==> config.mk <==
export PLATFORM = sky130hd
export DESIGN_NAME = imm_encoder
export DESIGN_NICKNAME = d
export VERILOG_FILES = /design/src/rtl/imm_encoder.sv
export SDC_FILE = /design/constraint.sdc
export NUM_CORES = 1
export LEC_CHECK = 0
export CELL_PAD_IN_SITES_DETAIL_PLACEMENT = 1
export CELL_PAD_IN_SITES_GLOBAL_PLACEMENT = 1
export CORE_MARGIN = 3
export CORE_UTILIZATION = 25
export DETAILED_ROUTE_END_ITERATION = 6
export DONT_BUFFER_PORTS = 1
export PLACE_DENSITY = 0.59
export SLEW_MARGIN = 10
export SYNTH_ARGS = -nofsm -noshare
export SYNTH_HDL_FRONTEND = slang
export SYNTH_SLANG_ARGS = --single-unit
==> constraint.sdc <==
create_clock -name clk -period 11.3 [get_ports clk]
set_input_delay 1.13 -clock clk [delete_from_list [all_inputs] [get_ports clk]]
set_output_delay 1.13 -clock clk [all_outputs]
set_load 0.03 [all_outputs]
==> src/rtl/imm_encoder.sv <==
// RV32I immediate encoder with valid/ready handshake, 1-cycle latency and a 2-entry skid buffer.
// Define IMM_ENC_STRICT_EN to flag out-of-range or misaligned immediates on out_err.
`timescale 1ns/1ps
module imm_encoder #(
  parameter int ERR_CNT_W = 8
) (
  input  logic                 clk,
  input  logic                 rst,
  input  logic                 in_valid,
  output logic                 in_ready,
  input  logic [2:0]           imm_sel,
  input  logic [31:0]          imm,
  input  logic [31:0]          base_instr,
  output logic                 out_valid,
  input  logic                 out_ready,
  output logic [31:0]          out_instr,
  output logic                 out_err,
  input  logic                 err_clr,
  output logic [ERR_CNT_W-1:0] err_count
);

  localparam logic [2:0] SEL_I = 3'd0;
  localparam logic [2:0] SEL_S = 3'd1;
  localparam logic [2:0] SEL_B = 3'd2;
  localparam logic [2:0] SEL_U = 3'd3;
  localparam logic [2:0] SEL_J = 3'd4;

  // Scatter the immediate into the format's field positions; other bits come from base.
  function automatic logic [31:0] pack_imm(input logic [2:0] sel,
                                           input logic signed [31:0] v,
                                           input logic [31:0] base);
    logic [31:0] r;
    r = base;
    case (sel)
      SEL_I: r = {v[11:0], base[19:0]};
      SEL_S: r = {v[11:5], base[24:12], v[4:0], base[6:0]};
      SEL_B: r = {v[12], v[10:5], base[24:12], v[4:1], v[11], base[6:0]};
      SEL_U: r = {v[31:12], base[11:0]};
      SEL_J: r = {v[20], v[10:1], v[11], v[19:12], base[11:0]};
      default: r = base;
    endcase
    return r;
  endfunction

`ifdef IMM_ENC_STRICT_EN
  function automatic logic imm_out_of_range(input logic [2:0] sel,
                                            input logic signed [31:0] v);
    logic bad;
    bad = 1'b0;
    case (sel)
      SEL_I, SEL_S: bad = (v < -32'sd2048) || (v > 32'sd2047);
      SEL_B:        bad = (v < -32'sd4096) || (v > 32'sd4094) || v[0];
      SEL_U:        bad = (v[11:0] != 12'd0);
      SEL_J:        bad = (v < -32'sd1048576) || (v > 32'sd1048574) || v[0];
      default:      bad = 1'b0;
    endcase
    return bad;
  endfunction
`endif

  // Stage p0: combinational encode of the incoming beat
  logic signed [31:0] imm_p0;
  logic [31:0]        instr_p0;
  logic               sel_err_p0;
  logic               range_err_p0;
  logic               err_p0;
  logic               unused_imm_lsb;

  assign imm_p0         = imm;
  assign instr_p0       = pack_imm(imm_sel, imm_p0, base_instr);
  assign sel_err_p0     = (imm_sel > SEL_J);
  assign unused_imm_lsb = imm[0];
`ifdef IMM_ENC_STRICT_EN
  assign range_err_p0   = imm_out_of_range(imm_sel, imm_p0);
`else
  assign range_err_p0   = 1'b0;
`endif
  assign err_p0         = sel_err_p0 | range_err_p0;

  // Stage p1: output register plus one skid entry
  logic        vld_p1;
  logic [31:0] instr_p1;
  logic        err_p1;
  logic        skid_vld;
  logic [31:0] skid_instr;
  logic        skid_err;
  logic        in_fire;
  logic        out_fire;
  logic        load_out;
  logic        to_skid;

  assign in_ready  = !skid_vld;
  assign in_fire   = in_valid && in_ready;
  assign out_fire  = vld_p1 && out_ready;
  assign load_out  = !vld_p1 || out_ready;
  assign to_skid   = in_fire && vld_p1 && !out_ready;

  assign out_valid = vld_p1;
  assign out_instr = instr_p1;
  assign out_err   = err_p1;

  always_ff @(posedge clk or negedge rst) begin
    if (!rst) begin
      vld_p1   <= 1'b0;
      instr_p1 <= 32'd0;
      err_p1   <= 1'b0;
      skid_vld <= 1'b0;
    end else begin
      if (load_out) begin
        vld_p1 <= skid_vld | in_fire;
        if (skid_vld) begin
          instr_p1 <= skid_instr;
          err_p1   <= skid_err;
        end else if (in_fire) begin
          instr_p1 <= instr_p0;
          err_p1   <= err_p0;
        end
      end
      // in_ready is low while the skid is full, so it can only drain here, never refill.
      if (skid_vld && out_fire) begin
        skid_vld <= 1'b0;
      end else if (to_skid) begin
        skid_vld <= 1'b1;
      end
    end
  end

  always_ff @(posedge clk) begin
    if (to_skid) begin
      skid_instr <= instr_p0;
      skid_err   <= err_p0;
    end
  end

  // Error counter on handed-off beats; clear takes priority over a same-cycle increment.
  always_ff @(posedge clk or negedge rst) begin
    if (!rst) begin
      err_count <= '0;
    end else if (err_clr) begin
      err_count <= '0;
    end else if (out_fire && err_p1 && !(&err_count)) begin
      err_count <= err_count + 1'b1;
    end
  end

endmodule

# After elaboration in Yosys (flattened, before gate mapping)
# Cells that the tools add are included.
# classes
add_sub_neg	1
mul	0
div	0
n_lt_le_gt_ge	1
n_eq_ne	4
n_shift	0
n_mux	9
bitwise	1
n_reduce_logical	18
# ops
cell	count
32-bit case mux with 5 select lines	1
32-bit two-way mux	2
8-bit two-way mux	2
8-bit by 1-bit adder with 8-bit output, second input constant	1
8-bit AND reduction	1
1-bit logical AND	7
3-bit by 2-bit == test with 1-bit output, second input constant	2
2-bit nonzero test	3
1-bit zero test	4
1-bit two-way mux	4
3-bit by 1-bit == test with 1-bit output, second input constant	1
3-bit == test, second input constant	1
3-bit greater-than comparator, second input constant	1
3-bit zero test	1
2-bit AND reduction	1
1-bit logical OR	1
1-bit OR	1
# word_totals
ff_bits	76
latch_bits	0
mem_bits_rw	0
rom_bits	0
in_bits	72
elab_cells	41
n_memories	0

# Logic depth before layout (Yosys ltp)
# depth
depth_word	6
ltp_mapped	6
ltp_nobuf	5

# Worst setup path before layout
# Ideal clock, no wire load.
# synth_path
path_kind	input -> register
start	input port out_ready
end	register skid_err, enable pin
setup_time_ns	0.465
arrival_time_ns	3.808
setup_slack_ns	7.028
path_stages	3
path_buffers	1
path_cell_list	nand2b_1 > clkbuf_1 > nor3_1
# synth_between
elab_chain_len	2
# synth_lines
element	line	text
start, declared	15	input logic out_ready,
1-bit zero test	96	assign to_skid = in_fire && vld_p1 && !out_ready;
1-bit logical AND	96	
via to_skid	90	logic to_skid;
end signal, assigned	131	skid_err <= err_p0;
end, declared	86	logic skid_err;
# The timed path passes the listed nets, and every way through them passes these cells.
# A chain may end at the register's enable or synchronous reset.

# Worst setup path in the final report
# layout_path
start	register skid_vld
end	output port in_ready
# layout_between
elab_chain_len	1
# layout_lines
element	line	text
start, declared	84	logic skid_vld;
start signal, assigned	107	skid_vld <= 1'b0;
start signal, assigned	121	skid_vld <= 1'b0;
start signal, assigned	123	skid_vld <= 1'b1;
1-bit zero test	92	assign in_ready = !skid_vld;
end, declared	10	output logic in_ready,
# Every way passes these cells.

==> reports/summary.txt <==
Required time worst endpoint = 10.17 ns
Final Hold Violating Endpoints = 0
Cell breakdown of the critical path = buf_4 -> inv_2
Die Ht = 132 um
Share of cells above drive strength 1 = 8.47%
First-pass GRT wire length = 18000 um
Clk slew on worst S/H paths = 0.06 ns
Critical path launch point type = flip-flop
Post-CTS Hold Buffers = 0
Ports = 115
Largest cells by area after synthesis = dfrtp_1, edfxtp_1, a21oi_1
Post-CTS sizing = 0
Vias in the first global route = 3041
Final core utilization = 28.7%
Gate Count Post-Synth = 374
Largest net degree at the start of global routing = 51
Cts bufs inserted = 9
Post-Syn Nets = 447
Routed wire length per instance = 20.2 um
Core Area = 0.0153 mm2
YS warnings = 0
I/O Buffers = 0
Sum Neg Setup Slack = 0 ns
CTS max path bufs = 2
Root Driver = clkbuf_16
Die width = 132 um
Post-synth top area share = 27.3%
Critical path type = reg -> out
Post-DRT Antenna Nets = 0
Finished Cell Area = 0.00439 mm2
Fin nets = 434
Pwr/cell area = 174 mW/mm2
Vias = 2966
DR vias/cell = 5.14
GR Util All Layers = 13.4%
Crit path DAT = 1.79 ns
Worst-margin pin slew = 1.05 ns
Count of clock tree sinks = 76
Worst Skew = 0.00547 ns
DRC = 0
Total die area = 0.0173 mm2
Top-count cell post-synth = dfrtp_1
Crit-path slowest cell = dfrtp_1
DR iter-0 viols = 165
Placement Rows = 45
Number of synthesized flops with an enable pin = 33
Max Freq = 342 MHz
Largest area contributor in the netlist = dfrtp_1
Nature of the critical path endpoint = output pin
Post-place instance area = 0.00413 mm2
GPL Wtd Cong = 0.750
Max stage delay on crit path = 0.81 ns
Worst Path Max Fanout = 22
Setup bufs post-CTS = 0
Post-synthesis sequential area ratio = 52.5%
Synth Register Bits = 76
Overall Power = 0.765 mW
Status = finished, final reports clean
H-tree Lvls = 3
Pleak = 1.64 nW
Fin crit share = 25.8%
Initial antenna violation count = 0
Synth Cell Area = 0.00394 mm2
Fin crit period = 2.92 ns
Grt ovf = 0
Synth cell types = 49
CTS tree = done
RSZ-0062 raised after global routing = false
Initial Util = 25.7%
Ys flop type = dfrtp_1
Maximum VDD drop = 63.8 uV
Top post-synthesis cells by count = dfrtp_1, a21oi_1, edfxtp_1, and3_1, nor2b_1
Max_cap viols = 0
R2r setup slk = 8.73 ns
Clk_lat worst skew = 0.34 ns
Final WL = 11700 um
Syn avg cell area = 10.5 um2
Hold Crit Class = in -> async
Slew margin rel. = 30.0%
Inserted Diodes = 0
Final setup fails = 0
Final Slew Violations = 0
Drt pass-1 iters = 4
Ys async rst share = 56.6%
Area Overhead vs Synth = 11.4%
HPWL after DPL = 8420 um
## cell usage in the layout (no fill, tap or decap), types with 3 or more instances in the layout
cell type and instances:
a221o_1 11, o21ai_1 20, and3_1 23, nand2b_1 4, nor2b_1 23, dfrtp_1 43, nor3_1 9, xor2_1 3
a21bo_1 4, a211oi_1 5, a21oi_1 36, inv_1 3, or3_1 10, nor3b_1 9, mux2_4 4, clkinv_1 3
o221a_2 6, buf_4 4, mux2i_1 12, edfxtp_1 33, nand4_1 9, nand2_1 12, nor2_1 18, nand3b_1 7
o21ai_0 11, clkbuf_16 9, nand3_1 5
## logic make-up (layout without fill, tap and decap cells)
| group | after synthesis | after routing | share of synthesized area, % |
|---|---|---|---|
| and+or+nand+nor | 137 | 137 | 20.3 |
| muxes | 16 | 16 | 4.57 |
| buffers and inverters | 32 | 24 | 3.56 |
| DFF | 76 | 76 | 52.5 |
| AOI/OAI and AO/OA | 109 | 109 | 18.1 |
| adders and majority gates | 1 | 1 | 0.318 |
| xor gates and xnor gates | 3 | 3 | 0.667 |
## area by class of cell
cell class | count | area, um2
Clock buffer | 12 | 246
Clock inverter | 4 | 16.3
Fill cell | 1776 | 10900
Inverter | 4 | 15.0
Multi-Input combinational cell | 266 | 1750
Sequential cell | 76 | 2070
Tap cell | 211 | 264
Timing Repair Buffer | 4 | 30.0
## where the power goes
part | leakage, nW | total, mW | internal (mW) | switching (mW)
combinational | 0.685 | 0.0944 | 0.0432 | 0.0513
clock | 0.129 | 0.259 | 0.152 | 0.107
sequential | 0.829 | 0.411 | 0.324 | 0.0871
total | 1.64 | 0.765 | 0.519 | 0.246
## through the flow
step	hold WS (ns)	instances	setup WS [ns]
after global placement	0.508	561	8.53
after detailed placement	0.515	561	8.51
final	0.488	577	8.38
after global routing	0.461	577	8.25
after floorplan	0.490	374	7.03
after CTS	0.470	577	8.33
## path summary, 6_finish.rpt
kind | start | endpoint | depth (start not counted)
max in group asynchronous | rst | out_instr[7]$_DFFE_PN0P_ | 0
setup / recovery | skid_vld$_DFFE_PN0P_ | in_ready | 2
hold / removal | rst | out_instr[3]$_DFFE_PN0P_ | 0
setup reg to reg | skid_vld$_DFFE_PN0P_ | out_instr[31]$_DFFE_PN0P_ | 5
hold reg to reg | skid_err$_DFFE_PP_ | out_err$_DFFE_PN0P_ | 2
min in group clk | skid_err$_DFFE_PP_ | out_err$_DFFE_PN0P_ | 2
## state kept, by name, indices dropped and copies added (netlist names)
signal,cells
out_instr,32
skid_instr,32
err_count,8
out_err,1
out_valid,1
skid_err,1
skid_vld,1
## worst max-delay path: cells and delay by family (launching register included)
| kind | cells | cell delay (ns) |
|---|---|---|
| flops | 1 | 0.81 |
| buf+inv | 2 | 0.62 |
## routing by layer
layer	wire length (um)	vias to the layer above	track usage, %
met4	142	0	4.20
met2	5570	75	21.5
met1	5150	1493	16.8
met3	790	9	4.82
li1	-	1389	-
met5	0	-	0
Power figures use the tool's default switching activity.
